[src/rtl/lsf_mac_pkg.sv]
`default_nettype none
// ============================================================================
// Module   : lsf_mac_pkg
// Purpose  : Shared width defaults and accumulator saturation limits for the
//            LSF multiply-accumulate pipeline.
// Revision : 1.0 - initial release
// ============================================================================
package lsf_mac_pkg;

    localparam int LSF_MAC_A_W   = 13;
    localparam int LSF_MAC_B_W   = 18;
    localparam int LSF_MAC_ACC_W = 38;

    // Width of the raw limit word; callers truncate it to their ACC_W.
    localparam int LSF_MAC_LIM_W = 128;

    // Saturation limit of an acc_w-bit signed accumulator.
    // neg=0 returns 2^(acc_w-1)-1, neg=1 returns -2^(acc_w-1). The value is
    // correct in its low acc_w bits, so a size cast to acc_w bits is exact.
    function automatic logic [LSF_MAC_LIM_W-1:0] lsf_mac_sat_lim(input int acc_w,
                                                                 input logic neg);
        logic [LSF_MAC_LIM_W-1:0] max_v;
        max_v = (LSF_MAC_LIM_W'(1) << (acc_w - 1)) - LSF_MAC_LIM_W'(1);
        return neg ? ~max_v : max_v;
    endfunction

endpackage
`default_nettype wire

[src/rtl/lsf_mac_mul_pipe.sv]
`default_nettype none
// ============================================================================
// Module   : lsf_mac_mul_pipe
// Purpose  : NUM_STAGE-deep enabled mixed-sign multiplier (unsigned a times
//            signed b) carrying valid/first/last sideband alongside the
//            product. Only the first register sees the raw product; the
//            following registers give synthesis room to retime the multiplier.
// Ports    : clk, rst_n        clock, asynchronous active-low reset
//            i_en              advance all stages
//            i_valid/i_first/i_last, i_a, i_b   input beat
//            o_valid/o_first/o_last, o_prod     beat leaving the last stage
// Revision : 1.0 - initial release
// ============================================================================
module lsf_mac_mul_pipe
    import lsf_mac_pkg::*;
#(
    parameter int A_W       = LSF_MAC_A_W,
    parameter int B_W       = LSF_MAC_B_W,
    parameter int P_W       = A_W + B_W,
    parameter int NUM_STAGE = 3
) (
    input  logic                  clk,
    input  logic                  rst_n,
    input  logic                  i_en,
    input  logic                  i_valid,
    input  logic                  i_first,
    input  logic                  i_last,
    input  logic [A_W-1:0]        i_a,
    input  logic signed [B_W-1:0] i_b,
    output logic                  o_valid,
    output logic                  o_first,
    output logic                  o_last,
    output logic signed [P_W-1:0] o_prod
);

    // Zero-extend a, sign-extend b, both to P_W; the exact product of an
    // A_W-bit unsigned and a B_W-bit signed value fits in A_W+B_W bits.
    logic signed [P_W-1:0] w_a_s;
    logic signed [P_W-1:0] w_b_s;
    logic signed [P_W-1:0] w_prod;

    assign w_a_s  = P_W'($signed({1'b0, i_a}));
    assign w_b_s  = P_W'(i_b);
    assign w_prod = w_a_s * w_b_s;

    logic signed [P_W-1:0] r_prod [NUM_STAGE];
    logic [NUM_STAGE-1:0]  r_valid;
    logic [NUM_STAGE-1:0]  r_first;
    logic [NUM_STAGE-1:0]  r_last;

    always_ff @(posedge clk or negedge rst_n) begin
        if (!rst_n) begin
            r_prod[0]  <= '0;
            r_valid[0] <= 1'b0;
            r_first[0] <= 1'b0;
            r_last[0]  <= 1'b0;
        end else if (i_en) begin
            r_prod[0]  <= w_prod;
            r_valid[0] <= i_valid;
            r_first[0] <= i_first;
            r_last[0]  <= i_last;
        end
    end

    generate
        for (genvar gi = 1; gi < NUM_STAGE; gi++) begin : g_stage
            always_ff @(posedge clk or negedge rst_n) begin
                if (!rst_n) begin
                    r_prod[gi]  <= '0;
                    r_valid[gi] <= 1'b0;
                    r_first[gi] <= 1'b0;
                    r_last[gi]  <= 1'b0;
                end else if (i_en) begin
                    r_prod[gi]  <= r_prod[gi-1];
                    r_valid[gi] <= r_valid[gi-1];
                    r_first[gi] <= r_first[gi-1];
                    r_last[gi]  <= r_last[gi-1];
                end
            end
        end
    endgenerate

    assign o_prod  = r_prod[NUM_STAGE-1];
    assign o_valid = r_valid[NUM_STAGE-1];
    assign o_first = r_first[NUM_STAGE-1];
    assign o_last  = r_last[NUM_STAGE-1];

endmodule
`default_nettype wire

[src/rtl/lsf_mac_pipe.sv]
`default_nettype none
// ============================================================================
// Module   : lsf_mac_pipe
// Purpose  : Pipelined mixed-sign multiply-accumulate for the Legendre segment
//            finder. Products of a framed burst are summed and one signed sum
//            per frame is emitted on a valid/ready stream.
// Ports    : ap_clk, ap_rst_n           clock, asynchronous active-low reset
//            in_valid/in_ready          input beat handshake
//            in_a (unsigned), in_b (signed), in_first, in_last
//            out_valid/out_ready        frame sum handshake
//            out_p (signed ACC_W), out_ovf  frame sum, saturation flag
// Config   : LSF_MAC_SAT_EN defined   -> saturating accumulate, sticky out_ovf
//            LSF_MAC_SAT_EN undefined -> wrap modulo 2^ACC_W, out_ovf = 0
// Revision : 1.0 - initial release
// ============================================================================
module lsf_mac_pipe
    import lsf_mac_pkg::*;
#(
    parameter int A_W       = LSF_MAC_A_W,
    parameter int B_W       = LSF_MAC_B_W,
    parameter int P_W       = A_W + B_W,
    parameter int ACC_W     = LSF_MAC_ACC_W,
    parameter int NUM_STAGE = 3
) (
    input  logic                    ap_clk,
    input  logic                    ap_rst_n,
    input  logic                    in_valid,
    output logic                    in_ready,
    input  logic [A_W-1:0]          in_a,
    input  logic signed [B_W-1:0]   in_b,
    input  logic                    in_first,
    input  logic                    in_last,
    output logic                    out_valid,
    input  logic                    out_ready,
    output logic signed [ACC_W-1:0] out_p,
    output logic                    out_ovf
);

    logic                    r_out_valid;
    logic signed [ACC_W-1:0] r_out_p;
    logic signed [ACC_W-1:0] r_acc;
    logic                    r_open;

    // Whole pipeline stalls only while a result is held and not taken; this
    // is the sole path from out_ready to in_ready.
    logic w_en;
    assign w_en     = ~r_out_valid | out_ready;
    assign in_ready = w_en;

    logic                  w_mv;
    logic                  w_mf;
    logic                  w_ml;
    logic signed [P_W-1:0] w_mp;

    lsf_mac_mul_pipe #(
        .A_W       (A_W),
        .B_W       (B_W),
        .P_W       (P_W),
        .NUM_STAGE (NUM_STAGE)
    ) u_mul (
        .clk     (ap_clk),
        .rst_n   (ap_rst_n),
        .i_en    (w_en),
        .i_valid (in_valid),
        .i_first (in_first),
        .i_last  (in_last),
        .i_a     (in_a),
        .i_b     (in_b),
        .o_valid (w_mv),
        .o_first (w_mf),
        .o_last  (w_ml),
        .o_prod  (w_mp)
    );

    logic signed [ACC_W-1:0] w_prod_ext;
    logic signed [ACC_W-1:0] w_add;
    logic signed [ACC_W-1:0] w_sum;
    logic                    w_start;

    assign w_prod_ext = ACC_W'(w_mp);
    // A beat arriving with no open frame starts one, as does an explicit first
    // (which silently drops any partial sum of an aborted frame).
    assign w_start    = w_mf | ~r_open;
    assign w_add      = r_acc + w_prod_ext;

`ifdef LSF_MAC_SAT_EN
    localparam logic signed [ACC_W-1:0] c_sat_max = ACC_W'(lsf_mac_sat_lim(ACC_W, 1'b0));
    localparam logic signed [ACC_W-1:0] c_sat_min = ACC_W'(lsf_mac_sat_lim(ACC_W, 1'b1));

    logic r_ovf;
    logic r_out_ovf;
    logic w_add_ovf;
    logic w_ovf_next;

    // Signed overflow: operands agree in sign but the sum does not.
    assign w_add_ovf = (r_acc[ACC_W-1] == w_prod_ext[ACC_W-1]) &&
                       (w_add[ACC_W-1] != r_acc[ACC_W-1]);

    always_comb begin
        w_sum      = w_add;
        w_ovf_next = r_ovf;
        if (w_start) begin
            w_sum      = w_prod_ext;
            w_ovf_next = 1'b0;
        end else if (w_add_ovf) begin
            w_sum      = r_acc[ACC_W-1] ? c_sat_min : c_sat_max;
            w_ovf_next = 1'b1;
        end
    end

    always_ff @(posedge ap_clk or negedge ap_rst_n) begin
        if (!ap_rst_n) begin
            r_ovf     <= 1'b0;
            r_out_ovf <= 1'b0;
        end else if (w_en && w_mv) begin
            r_ovf <= w_ovf_next;
            if (w_ml) begin
                r_out_ovf <= w_ovf_next;
            end
        end
    end

    assign out_ovf = r_out_ovf;
`else
    assign w_sum   = w_start ? w_prod_ext : w_add;
    assign out_ovf = 1'b0;
`endif

    // Accumulate stage and output register share one enable; when a held
    // result is taken the next frame sum may load in the same cycle.
    always_ff @(posedge ap_clk or negedge ap_rst_n) begin
        if (!ap_rst_n) begin
            r_acc       <= '0;
            r_open      <= 1'b0;
            r_out_valid <= 1'b0;
            r_out_p     <= '0;
        end else if (w_en) begin
            if (w_mv) begin
                r_acc  <= w_sum;
                r_open <= ~w_ml;
            end
            r_out_valid <= w_mv & w_ml;
            if (w_mv && w_ml) begin
                r_out_p <= w_sum;
            end
        end
    end

    assign out_valid = r_out_valid;
    assign out_p     = r_out_p;

endmodule
`default_nettype wire

[config.mk]
export PLATFORM = sky130hd
export DESIGN_NAME = lsf_mac_pipe
export DESIGN_NICKNAME = d
export VERILOG_FILES = /design/src/rtl/lsf_mac_pkg.sv /design/src/rtl/lsf_mac_mul_pipe.sv /design/src/rtl/lsf_mac_pipe.sv
export SDC_FILE = /design/constraint.sdc
export NUM_CORES = 1
export LEC_CHECK = 0
export CAP_MARGIN = 20
export CORE_UTILIZATION = 40
export DETAILED_ROUTE_END_ITERATION = 10
export DONT_BUFFER_PORTS = 1
export SETUP_SLACK_MARGIN = 0.2
export SKIP_CTS_REPAIR_TIMING = 1
export SLEW_MARGIN = 5
export SYNTH_ARGS = -nofsm -noshare
export SYNTH_HDL_FRONTEND = slang
export SYNTH_HIERARCHICAL = 1
export SYNTH_SLANG_ARGS = --single-unit
[constraint.sdc]
create_clock -name ap_clk -period 5.5 [get_ports ap_clk]
set_input_delay 1.375 -clock ap_clk [delete_from_list [all_inputs] [get_ports ap_clk]]
set_output_delay 1.375 -clock ap_clk [all_outputs]
set_load 0.03 [all_outputs]
After elaboration in Yosys (flattened, before gate mapping)
Index checks and enable logic that the tools add are counted.
Cells by class
  multiply operators: 1
  muxes and demuxes: 1
  bitwise operators: 6
  add/subtract/negate cells: 1
  reductions and logical operators: 3
Operators by type and width (count)
  38-bit by 31-bit adder with 38-bit output: 1
  38-bit 2-to-1 mux: 1
  14-bit by 18-bit multiplier with 31-bit output: 1
  2-bit AND reduction: 2
  1-bit inverter: 3
  1-bit OR: 2
  1-bit AND: 1
  1-bit logical AND: 1
Storage, ports and cells
  register bits: 180
  bits of input ports: 37

Depth between registers and ports, before layout
Gate-level depths: netlist of the first run.
  word-level depth: 3
  mapped depth: 22
  gate-level depth less buffers: 21

By module
The synthesis of the first run kept the hierarchy.
By module, submodules not included
  lsf_mac_mul_pipe: area an instance 12665.9 um^2, seq. area each 2552.4 um^2, cells an instance 1246, times used 1
  lsf_mac_pipe: area an instance 5188.7 um^2, seq. area each 1951.9 um^2, cells an instance 617, times used 1

Worst setup path before layout of the first run
OpenSTA, ideal clock, no wires.
  kind: input-to-reg
  from: input in_a[10]
  to: register u_mul/r_prod[88] (netlist bit)
  cell stages on the path: 20
  library setup time: 0.120 ns
  arrival: 7.205 ns
  path buffers: 2
  path slack: -1.824 ns
  path through: clkbuf_1 > clkbuf_1 > nand2_1 > fa_1 > inv_1 > fa_1 > fa_1 > fa_1 > fa_1 > inv_1 > fa_1 > inv_1 > ha_1 > a21o_1 > a31o_1 > a221o_1 > a311oi_4 > a21oi_2 > or3_1 > a31o_1
On the way
  word-level cells in the longest chain between the ends: 1
RTL lines
  from (decl): RTL line lsf_mac_pipe.sv:29  | input logic [A_W-1:0] in_a,
  14-bit by 18-bit multiplier with 31-bit output: RTL line lsf_mac_mul_pipe.sv:44  | assign w_prod = w_a_s * w_b_s;
  to (decl): RTL line lsf_mac_mul_pipe.sv:46  | logic signed [P_W-1:0] r_prod [NUM_STAGE];
Every way passes these cells.
A chain may end at the register's enable or synchronous reset.

Final worst setup path of the first run
  from: input in_a[4]
  to: register u_mul/r_prod[92] (netlist bit)
The elaborated chain is that of the path after synthesis.

==> metrics.md, run 1 <==
| Metric | Value |
|---|---|
| Worst setup EP type | `flip-flop` |
| I/O Pins | `78` |
| Startpoint Class | `primary input` |
| Final hold vios | `0` |
| HP Class | `reg -> reg` |
| Syn Area/Cell | `9.584 um^2` |
| Routed wire length | `39,980 um` |
| Final setup fails | `20` |
| Via density per instance | `4.999` |
| Vias | `12,370` |
| Die H | `213.3 um` |
| Worst EP arrival | `6.67 ns` |
| Number of synthesized register bits | `180` |
| Drt first-iter violations | `705` |
| Status | `finished with violations` |
| Routed len/inst | `16.16 um` |
| Number of CTS-inserted buffers | `17` |
| Failing checks | `setup timing` |
| Overall routing resource usage | `0.1849` |
| Final slew viol count | `0` |
| Clk buf depth | `2` |
| Initial Utilization | `0.4046` |
| WS Path Type | `in -> reg` |
| Layout cell share with drive strength beyond 1 | `0.1807` |
| EDFF count, synth | `0` |
| Count of different cell masters after synthesis | `69` |
| DRT antenna net count | `0` |
| Max_cap viols | `0` |
| Die X | `213.3 um` |
| Initial antenna violation count | `0` |
| Skew final | `0.01611 ns` |
| Die area | `45,490 um^2` |
| Worst rel slew slack | `0.3830` |
| # rows | `77` |
| Vias in the first global route | `13,010` |
| Asr flop ratio synth | `1.000` |
| GP Congestion | `0.8924` |
| DRC | `0` |
| H-Tree Depth | `4` |
| CTS Root Buffer Type | `clkbuf_16` |
| HPWL after DPL | `30,820 um` |
| Setup ws final | `-0.8556 ns` |
| Crit path max fanout | `18` |
| Tcrit/Tclk final | `1.156` |
| Clock sinks | `180` |
| Worst-Skew Late Latency | `0.44 ns` |
| CTS tree | `built` |
| RSZ-0062 raised after global routing | `true` |
| First-pass GRT wire length | `67,160 um` |
| Setup tns final | `-11.70 ns` |
| Ys flop type | `dfrtp_1` |
| Mapped Cells | `1,863` |
| Synthesized Nets | `2,233` |
| DRT Pass-1 Iters | `5` |
| Clock-pin slew on the worst setup and hold paths | `0.07 ns` |
| Fmax | `157.3 MHz` |
| Gr ovfl total | `0` |
| Post-layout util | `0.4523` |
| Pin count of the biggest net entering global routing | `181` |
| Core area | `44,120 um^2` |
| Least-Margin Pin Slew | `0.9214 ns` |
| Yosys warning total | `6` |
| Input/output buffers | `0` |
| Min Tclk post-route | `6.356 ns` |
| Nets@finish | `2,240` |
| # diodes | `0` |
| Cell Area, Synth | `17,850 um^2` |
| P&R area growth vs syn | `11.77%` |
| Data required, critical path | `5.82 ns` |
| Post-synthesis sequential area ratio | `0.2523` |
==> cell type report <==
cell class	count	area, um^2
Inverter	268	1008
Clock inverter	10	87.58
Sequential cell	180	4504
Clock buffer	21	460.4
Fill cell	4265	24170
Tap cell	592	740.7
Timing Repair Buffer	104	832.0
Multi-Input combinational cell	1299	12320
==> sequential cells by signal, summed over array words and instances, names as in the netlist <==
| name | flops |
|---|---|
| u_mul/o_last | 1 |
| out_valid | 1 |
| u_mul/o_first | 1 |
| u_mul/r_first | 2 |
| r_open | 1 |
| u_mul/o_valid | 1 |
| u_mul/r_prod | 62 |
| u_mul/r_last | 2 |
| r_acc | 38 |
| out_p | 38 |
| u_mul/o_prod | 31 |
| u_mul/r_valid | 2 |
==> cells by family after synthesis <==
group,share of synthesized area
buffers and inverters,0.08746
xor gates and xnor gates,0.03041
AOI/OAI and AO/OA,0.1016
muxes,0.06734
DFF,0.2523
adders and majority gates,0.3263
and+or+nand+nor,0.1344
other,0.0002100
==> synthesized netlist by cell type (all sizes together), types with 3 or more instances <==
cell type / n / area [um^2]
a211oi: 8 / 65.06
a21o: 28 / 210.2
a21oi: 86 / 437.9
a221o: 3 / 30.03
a311oi: 3 / 43.80
a31o: 4 / 35.04
a31oi: 19 / 131.4
a41oi: 4 / 42.55
and2: 118 / 738.2
and3: 9 / 56.30
buf: 42 / 277.8
clkbuf: 74 / 277.8
dfrtp: 180 / 4504
fa: 221 / 4424
ha: 112 / 1401
inv: 268 / 1006
mux2: 97 / 1092
mux2i: 11 / 110.1
nand2: 255 / 962.2
nand2b: 9 / 56.30
nand3: 17 / 90.09
nand4: 5 / 31.28
nor2: 57 / 214.0
nor2b: 10 / 62.56
nor3: 11 / 55.05
nor3b: 3 / 33.78
o211ai: 14 / 120.1
o21a: 7 / 52.55
o21ai: 92 / 464.2
or3: 4 / 25.02
xnor2: 38 / 332.8
xor2: 24 / 210.2
==> metrics by stage <==
stage	instance area [um^2]	instances	hold WS [ns]	worst slack [ns]
finish	19960	2474	0.4887	-0.8556
global route	19960	2474	0.5125	-1.071
CTS	19570	2463	0.4936	-0.8923
detailed placement	19020	2432	0.4762	-1.361
global placement	19020	2432	0.4646	-1.271
floorplan	18270	1863	0.4524	-1.224
==> cells in the final DEF (no fill, tap or decap), types with 4 or more instances in the layout <==
| cell type | n |
|---|---|
| xor2_1 | 23 |
| ha_1 | 95 |
| nand2_1 | 249 |
| a31oi_1 | 14 |
| mux2i_1 | 11 |
| buf_4 | 95 |
| or3_1 | 4 |
| nor3_1 | 11 |
| o21ai_0 | 75 |
| nand2b_1 | 7 |
| inv_2 | 10 |
| a21o_1 | 28 |
| a211oi_1 | 6 |
| nor2b_1 | 8 |
| nand4_1 | 5 |
| xnor2_1 | 36 |
| and2_4 | 9 |
| mux2_4 | 10 |
| dfrtp_1 | 180 |
| fa_1 | 216 |
| ha_4 | 16 |
| and2_1 | 109 |
| nand3_1 | 15 |
| o21ai_1 | 9 |
| a21oi_2 | 14 |
| o21a_1 | 7 |
| inv_6 | 6 |
| nand2_2 | 5 |
| nor2_1 | 57 |
| fa_2 | 5 |
| o21ai_2 | 6 |
| o211ai_1 | 11 |
| and3_1 | 8 |
| buf_6 | 7 |
| clkbuf_16 | 17 |
| inv_1 | 257 |
| mux2_2 | 87 |
| a21oi_1 | 69 |
==> metal layers <==
metal  share of wire  GRT usage
met5               0          0
met4           0.015    0.04286
met3           0.032    0.02221
met2            0.45     0.2946
met1            0.50     0.2679
==> worst max-delay path: stages <==
cell and delay, ns:
and2_4 0.14, fa_1 0.55, inv_2 0.04, fa_1 0.47, inv_1 0.05, fa_1 0.49
inv_2 0.04, fa_1 0.52, inv_1 0.05, fa_1 0.48, inv_1 0.05, fa_1 0.49
inv_2 0.05, ha_4 0.29, o21ai_4 0.07, a2111oi_2 0.36, a22o_1 0.29, nand4_1 0.24
a31oi_1 0.27, xor2_1 0.10, mux2_2 0.26
==> final timing paths <==
| kind | startpoint | to | slack [ns] | cells after the start |
|---|---|---|---|---|
| hold reg to reg | r_acc[17] | r_acc[17] | 0.49 | 2 |
| hold / removal | r_acc[17] | r_acc[17] | 0.49 | 2 |
| min in group asynchronous | ap_rst_n | out_p[7] | 0.64 | 0 |
| setup / recovery | in_a[4] | u_mul/r_prod[92] | -0.86 | 21 |
| setup reg to reg | u_mul/o_prod[4] | r_acc[37] | 2.26 | 11 |
| max in group asynchronous | ap_rst_n | u_mul/r_first[0] | 4.44 | 0 |
Power of run 1 is left out: the tool's default activity adds up to more than one toggle a clock period on the data nets, which glitch-free logic cannot reach.
==> run 2: changes to the inputs <==
--- a/config.mk
+++ b/config.mk
@@ -6,6 +6,7 @@
 export NUM_CORES = 1
 export LEC_CHECK = 0
 export CAP_MARGIN = 20
+export CORE_ASPECT_RATIO = 0.75
 export CORE_UTILIZATION = 40
 export DETAILED_ROUTE_END_ITERATION = 10
 export DONT_BUFFER_PORTS = 1
==> metrics.md, run 2 (same netlist as run 1, synthesis figures left out) <==
| Metric | Value |
|---|---|
| Met2 Wirelength | `19,300 um (was 18,090 um)` |
| Skew final | `0.01090 ns (was 0.01611 ns)` |
| HPWL after DPL | `30,070 um (was 30,820 um)` |
| Worst setup EP type | `flip-flop (unchanged)` |
| Via density per instance | `5.131 (was 4.999)` |
| # diodes | `0 (unchanged)` |
| Reg2reg path depth | `12 (was 11)` |
| Cell Chain, Critical Path | `and2_4 -> fa_1 -> inv_1 -> fa_1 -> inv_2 -> fa_1 -> inv_2 -> fa_1 -> inv_2 -> fa_1 -> inv_2 -> fa_1 -> inv_2 -> ha_4 -> o21ai_4 -> a2111oi_4 -> a22o_2 -> nand4_1 -> a31oi_1 -> xor2_1 -> mux2_2 (was and2_4 -> fa_1 -> inv_2 -> fa_1 -> inv_1 -> fa_1 -> inv_2 -> fa_1 -> inv_1 -> fa_1 -> inv_1 -> fa_1 -> inv_2 -> ha_4 -> o21ai_4 -> a2111oi_2 -> a22o_1 -> nand4_1 -> a31oi_1 -> xor2_1 -> mux2_2)` |
| CP endpoint | `u_mul/r_prod[92] (unchanged)` |
| Metal3 WL | `1697 um (was 1280 um)` |
| Gr ovfl total | `0 (unchanged)` |
| Crit path max fanout | `18 (unchanged)` |
| DRC | `0 (unchanged)` |
| Routed len/inst | `16.05 um (was 16.16 um)` |
| CP max stage cell | `fa_1 (unchanged)` |
| Data required, critical path | `5.83 ns (was 5.82 ns)` |
| CP most frequent cell | `fa_1 (unchanged)` |
| DRT antenna net count | `0 (unchanged)` |
| Core area | `43,680 um^2 (was 44,120 um^2)` |
| Die X | `246.0 um (was 213.3 um)` |
| First-pass GRT wire length | `67,700 um (was 67,160 um)` |
| Crit path from | `in_a[4] (unchanged)` |
| CP max stage delay | `0.52 ns (was 0.55 ns)` |
| Worst EP arrival | `6.71 ns (was 6.67 ns)` |
| Final slew viol count | `0 (unchanged)` |
| Uppermost routed layer | `met4 (unchanged)` |
| Clock sinks | `180 (unchanged)` |
| DRT Pass-1 Iters | `7 (was 5)` |
| Worst rel slew slack | `0.4431 (was 0.3830)` |
| Clk buf depth | `2 (unchanged)` |
| Routed wire length | `39,300 um (was 39,980 um)` |
| Initial antenna violation count | `0 (unchanged)` |
| FF-to-FF setup slack | `2.27 ns (was 2.26 ns)` |
| Max FFs per register | `62 (unchanged)` |
| Drt first-iter violations | `752 (was 705)` |
| WL met1 | `17,600 um (was 19,990 um)` |
| Min Tclk post-route | `6.383 ns (was 6.356 ns)` |
| Max_cap viols | `0 (unchanged)` |
| CTS tree | `built (unchanged)` |
| # rows | `66 (was 77)` |
| Vias in the first global route | `13,640 (was 13,010)` |
| Initial Utilization | `0.4087 (was 0.4046)` |
| Die area | `45,490 um^2 (about the same)` |
| Input/output buffers | `0 (unchanged)` |
| End of the worst register-to-register path | `out_p[30] (was r_acc[37])` |
| Commonest non-fill, non-tap cell in the layout | `inv_1 (unchanged)` |
| Most frequent cells in the layout | `inv_1, nand2_1, fa_1 (unchanged)` |
| Nets@finish | `2,229 (was 2,240)` |
| Most flop-heavy register | `u_mul/r_prod (unchanged)` |
| Setup ws final | `-0.8829 ns (was -0.8556 ns)` |
| Least-Margin Pin Slew | `0.8354 ns (was 0.9214 ns)` |
| Fmax | `156.7 MHz (was 157.3 MHz)` |
| Status | `finished with violations (unchanged)` |
| Pin count of the biggest net entering global routing | `181 (unchanged)` |
| HP Class | `reg -> reg (unchanged)` |
| GP Congestion | `0.8937 (was 0.8924)` |
| Vias | `12,570 (was 12,370)` |
| Layout cell share with drive strength beyond 1 | `0.1716 (was 0.1807)` |
| RSZ-0062 raised after global routing | `true (unchanged)` |
| Final hold vios | `0 (unchanged)` |
| H-Tree Depth | `4 (unchanged)` |
| R2R Path Start | `u_mul/o_prod[0] (was u_mul/o_prod[4])` |
| Die H | `185.0 um (was 213.3 um)` |
| Final setup fails | `20 (unchanged)` |
| I/O Pins | `78 (unchanged)` |
| CTS Root Buffer Type | `clkbuf_16 (unchanged)` |
| Overall routing resource usage | `0.1863 (was 0.1849)` |
| Startpoint Class | `primary input (unchanged)` |
| Worst-Skew Late Latency | `0.44 ns (about the same)` |
| Clock-pin slew on the worst setup and hold paths | `0.07 ns (about the same)` |
| Number of CTS-inserted buffers | `17 (unchanged)` |
| Tcrit/Tclk final | `1.161 (was 1.156)` |
| Failing checks | `setup timing (unchanged)` |
| WS Path Type | `in -> reg (unchanged)` |
| P&R area growth vs syn | `10.83% (was 11.77%)` |
| Final hold slack | `0.4880 ns (was 0.4887 ns)` |
## run 2: cell types whose count changed in the layout (fill, tap and decap cells not counted), moves of 3 or more
cell | before | now
a21oi_1 | 69 | 72
buf_4 | 95 | 91
buf_6 | 7 | 1
bufinv_16 | 0 | 3
inv_6 | 6 | 3
mux2_2 | 87 | 96
mux2_4 | 10 | 1
## run 2: cell type report
class                      instances  area [um^2]
inverter                         268         1008
clock buffer                      20        456.7
fill                            4101        23900
clock inverter                    11        147.6
sequential                       180         4504
timing repair buffer              93        714.4
multi-input combinational       1299        12230
tap                              578        723.2
## run 2: critical path, delay by kind of cell
| family | cells | cell delay, ns |
|---|---|---|
| adder cells (fa/ha/maj) | 7 | 3.31 |
| buffers and inverters | 6 | 0.26 |
| AO/OA/AOI/OAI | 4 | 0.99 |
| XOR/XNOR | 1 | 0.10 |
| multiplexers | 1 | 0.26 |
| AND/OR/NAND/NOR | 2 | 0.41 |
## run 2: metal layers
| layer | global-route usage | up-vias |
|---|---|---|
| met5 | 0 | - |
| met4 | 0.04720 | 0 |
| met3 | 0.03926 | 48 |
| met2 | 0.3166 | 232 |
| met1 | 0.2411 | 6356 |
| li1 | - | 5929 |
## run 2: stage by stage
step                        util  TNS [ns]  cells  instance area (um^2)  setup slack, ns
after floorplan                -    -17.24   1863                 18270           -1.224
after global placement    0.4331    -21.92   2410                 18920           -1.385
after detailed placement  0.4331    -21.88   2410                 18920           -1.415
after CTS                 0.4469    -11.95   2441                 19520          -0.9363
after global routing      0.4530    -15.20   2449                 19790           -1.034
final                     0.4530    -11.65   2449                 19790          -0.8829
## run 2: worst min path at each step
stage          slack [ns]  cells past startpoint             start          endpoint
6_report             0.49                      2         r_acc[17]         r_acc[17]
2_1_floorplan        0.45                      2         r_acc[16]         r_acc[16]
4_1_cts              0.49                      2         r_acc[17]         r_acc[17]
3_3_place_gp         0.47                      2         r_acc[17]         r_acc[17]
5_1_grt              0.51                      1  u_mul/r_valid[1]  u_mul/r_valid[1]
3_5_place_dp         0.47                      2         r_acc[17]         r_acc[17]
Power of run 2 is left out for the same reason.
==> run 3: changes to the inputs <==
==> constraint.sdc (replaced) <==
create_clock -name ap_clk -period 5.5 [get_ports ap_clk]
set_input_delay 1.375 -clock ap_clk [delete_from_list [all_inputs] [get_ports ap_clk]]
set_output_delay 1.375 -clock ap_clk [all_outputs]
set_load 0.005 [all_outputs]
==> metrics.md, run 3 (same netlist as run 1, synthesis figures left out) <==
| Metric | Value |
|---|---|
| Layout cell share with drive strength beyond 1 | `0.1787 (was 0.1716)` |
| I/O Pins | `78 (unchanged)` |
| Die area | `45,490 um^2 (unchanged)` |
| FF-to-FF setup slack | `2.35 ns (was 2.27 ns)` |
| GP Congestion | `0.8949 (was 0.8937)` |
| CTS Root Buffer Type | `clkbuf_16 (unchanged)` |
| Worst rel slew slack | `0.3487 (was 0.4431)` |
| Least-Margin Pin Slew | `0.9770 ns (was 0.8354 ns)` |
| Clk buf depth | `2 (unchanged)` |
| CP max stage delay | `0.55 ns (was 0.52 ns)` |
| # diodes | `0 (unchanged)` |
| Fmax | `159.2 MHz (was 156.7 MHz)` |
| RSZ-0062 raised after global routing | `true (unchanged)` |
| Worst EP arrival | `6.62 ns (was 6.71 ns)` |
| Top delay family on crit path | `adder cells (unchanged)` |
| CTS tree | `built (unchanged)` |
| Failing checks | `setup timing (unchanged)` |
| Max_cap viols | `0 (unchanged)` |
| Routed wire length | `39,090 um (was 39,300 um)` |
| Die H | `185.0 um (unchanged)` |
| Number of CTS-inserted buffers | `17 (unchanged)` |
| Max FFs per register | `62 (unchanged)` |
| Status | `finished with violations (unchanged)` |
| First-pass GRT wire length | `66,740 um (was 67,700 um)` |
| Data required, critical path | `5.84 ns (was 5.83 ns)` |
| Setup ws final | `-0.7815 ns (was -0.8829 ns)` |
| Tcrit/Tclk final | `1.142 (was 1.161)` |
| CP max stage cell | `fa_1 (unchanged)` |
| R2R Path Start | `r_acc[7] (was u_mul/o_prod[0])` |
| Initial Utilization | `0.4087 (unchanged)` |
| HP Class | `reg -> reg (unchanged)` |
| WP buf/inv | `4 (was 6)` |
| Skew final | `0.01168 ns (was 0.01090 ns)` |
| Vias | `12,480 (was 12,570)` |
| Routed len/inst | `15.97 um (was 16.05 um)` |
| Final setup fails | `20 (unchanged)` |
| End of the worst register-to-register path | `out_p[30] (unchanged)` |
| Worst-Skew Late Latency | `0.45 ns (was 0.44 ns)` |
| # rows | `66 (unchanged)` |
| H-Tree Depth | `4 (unchanged)` |
| P&R area growth vs syn | `11.36% (was 10.83%)` |
| WS Path Type | `in -> reg (unchanged)` |
| Commonest non-fill, non-tap cell in the layout | `inv_1 (unchanged)` |
| Reg2reg path depth | `11 (was 12)` |
| DRT Pass-1 Iters | `5 (was 7)` |
| Min Tclk post-route | `6.282 ns (was 6.383 ns)` |
| Setup tns final | `-10.96 ns (was -11.65 ns)` |
| Final hold vios | `0 (unchanged)` |
| Die X | `246.0 um (unchanged)` |
| Overall routing resource usage | `0.1840 (was 0.1863)` |
| DRC | `0 (unchanged)` |
| Input/output buffers | `0 (unchanged)` |
| WHS Endpoint | `r_acc[17] (unchanged)` |
| Nets@finish | `2,226 (was 2,229)` |
| Clock-pin slew on the worst setup and hold paths | `0.07 ns (about the same)` |
| Final slew viol count | `0 (unchanged)` |
| Hold Path Stages | `2 (unchanged)` |
| DRT antenna net count | `0 (unchanged)` |
| Core area | `43,680 um^2 (unchanged)` |
| HPWL after DPL | `29,860 um (was 30,070 um)` |
| Levels on crit path | `19 (was 21)` |
| CP most frequent cell | `fa_1 (unchanged)` |
| Pin count of the biggest net entering global routing | `181 (unchanged)` |
| Crit path max fanout | `18 (unchanged)` |
| Gr ovfl total | `0 (unchanged)` |
| Clock sinks | `180 (unchanged)` |
| Most flop-heavy register | `u_mul/r_prod (unchanged)` |
| Worst setup EP type | `flip-flop (unchanged)` |
| Hold_sp | `r_acc[17] (unchanged)` |
| Initial antenna violation count | `2 (was 0)` |
| Vias in the first global route | `13,400 (was 13,640)` |
| Most frequent cells in the layout | `inv_1, nand2_1, fa_1 (unchanged)` |
| Via density per instance | `5.099 (was 5.131)` |
| Cell Chain, Critical Path | `and2_4 -> fa_1 -> inv_2 -> fa_1 -> inv_1 -> fa_1 -> fa_1 -> fa_1 -> inv_1 -> fa_1 -> inv_2 -> ha_4 -> a21o_1 -> a31o_1 -> a221o_1 -> a311oi_4 -> a21oi_2 -> or3_1 -> a31o_1 (was and2_4 -> fa_1 -> inv_1 -> fa_1 -> inv_2 -> fa_1 -> inv_2 -> fa_1 -> inv_2 -> fa_1 -> inv_2 -> fa_1 -> inv_2 -> ha_4 -> o21ai_4 -> a2111oi_4 -> a22o_2 -> nand4_1 -> a31oi_1 -> xor2_1 -> mux2_2)` |
| Startpoint Class | `primary input (unchanged)` |
| Drt first-iter violations | `795 (was 752)` |
-- run 3: area by class of cell --
class	instances	area (um^2)
fillers	4085	23800
multi-input cells	1299	12330
flip-flops and latches	180	4504
inverters	268	1008
well taps	578	723.2
repair buffers	90	703.2
clock buffers	21	480.5
clock inverters	11	135.1
-- run 3: worst register-to-register path, stage by stage, from the launching register on --
cell and delay (ns):
dfrtp_1 0.39, ha_1 0.37, a21oi_1 0.23, nor3_1 0.08, a311oi_1 0.46, a211oi_2 0.18, o21ai_2 0.32, o21ai_1 0.16
a21o_1 0.19, a21oi_1 0.27, mux2i_1 0.30, nand2_1 0.09
-- run 3: through the flow --
stage / hold WS (ns) / std cells / worst slack (ns) / cell area (um^2) / util
3_3_place_gp: 0.4673 / 2409 / -1.388 / 18910 / 0.4329
2_1_floorplan: 0.4524 / 1863 / -1.224 / 18270 / -
5_1_grt: 0.5192 / 2447 / -0.9033 / 19880 / 0.4551
4_1_cts: 0.4865 / 2441 / -0.9649 / 19530 / 0.4470
3_5_place_dp: 0.4702 / 2409 / -1.452 / 18910 / 0.4329
6_report: 0.4789 / 2447 / -0.7815 / 19880 / 0.4551
-- run 3: metal layers --
| layer | share of wire | GRT usage |
|---|---|---|
| met5 | 0.00026 | 0 |
| met2 | 0.50 | 0.3162 |
| met1 | 0.45 | 0.2378 |
| met4 | 0.012 | 0.04224 |
| met3 | 0.041 | 0.03753 |
-- run 3: how the worst max path moves through the flow --
stage                  from  slack [ns]                to
floorplan           in_a[5]       -1.22  u_mul/r_prod[88]
global route        in_a[2]       -0.90  u_mul/r_prod[84]
detailed placement  in_b[7]       -1.45  u_mul/r_prod[92]
CTS                 in_b[7]       -0.96  u_mul/r_prod[92]
finish              in_a[2]       -0.78  u_mul/r_prod[88]
global placement    in_b[7]       -1.39  u_mul/r_prod[92]
Power of run 3 is left out for the same reason.
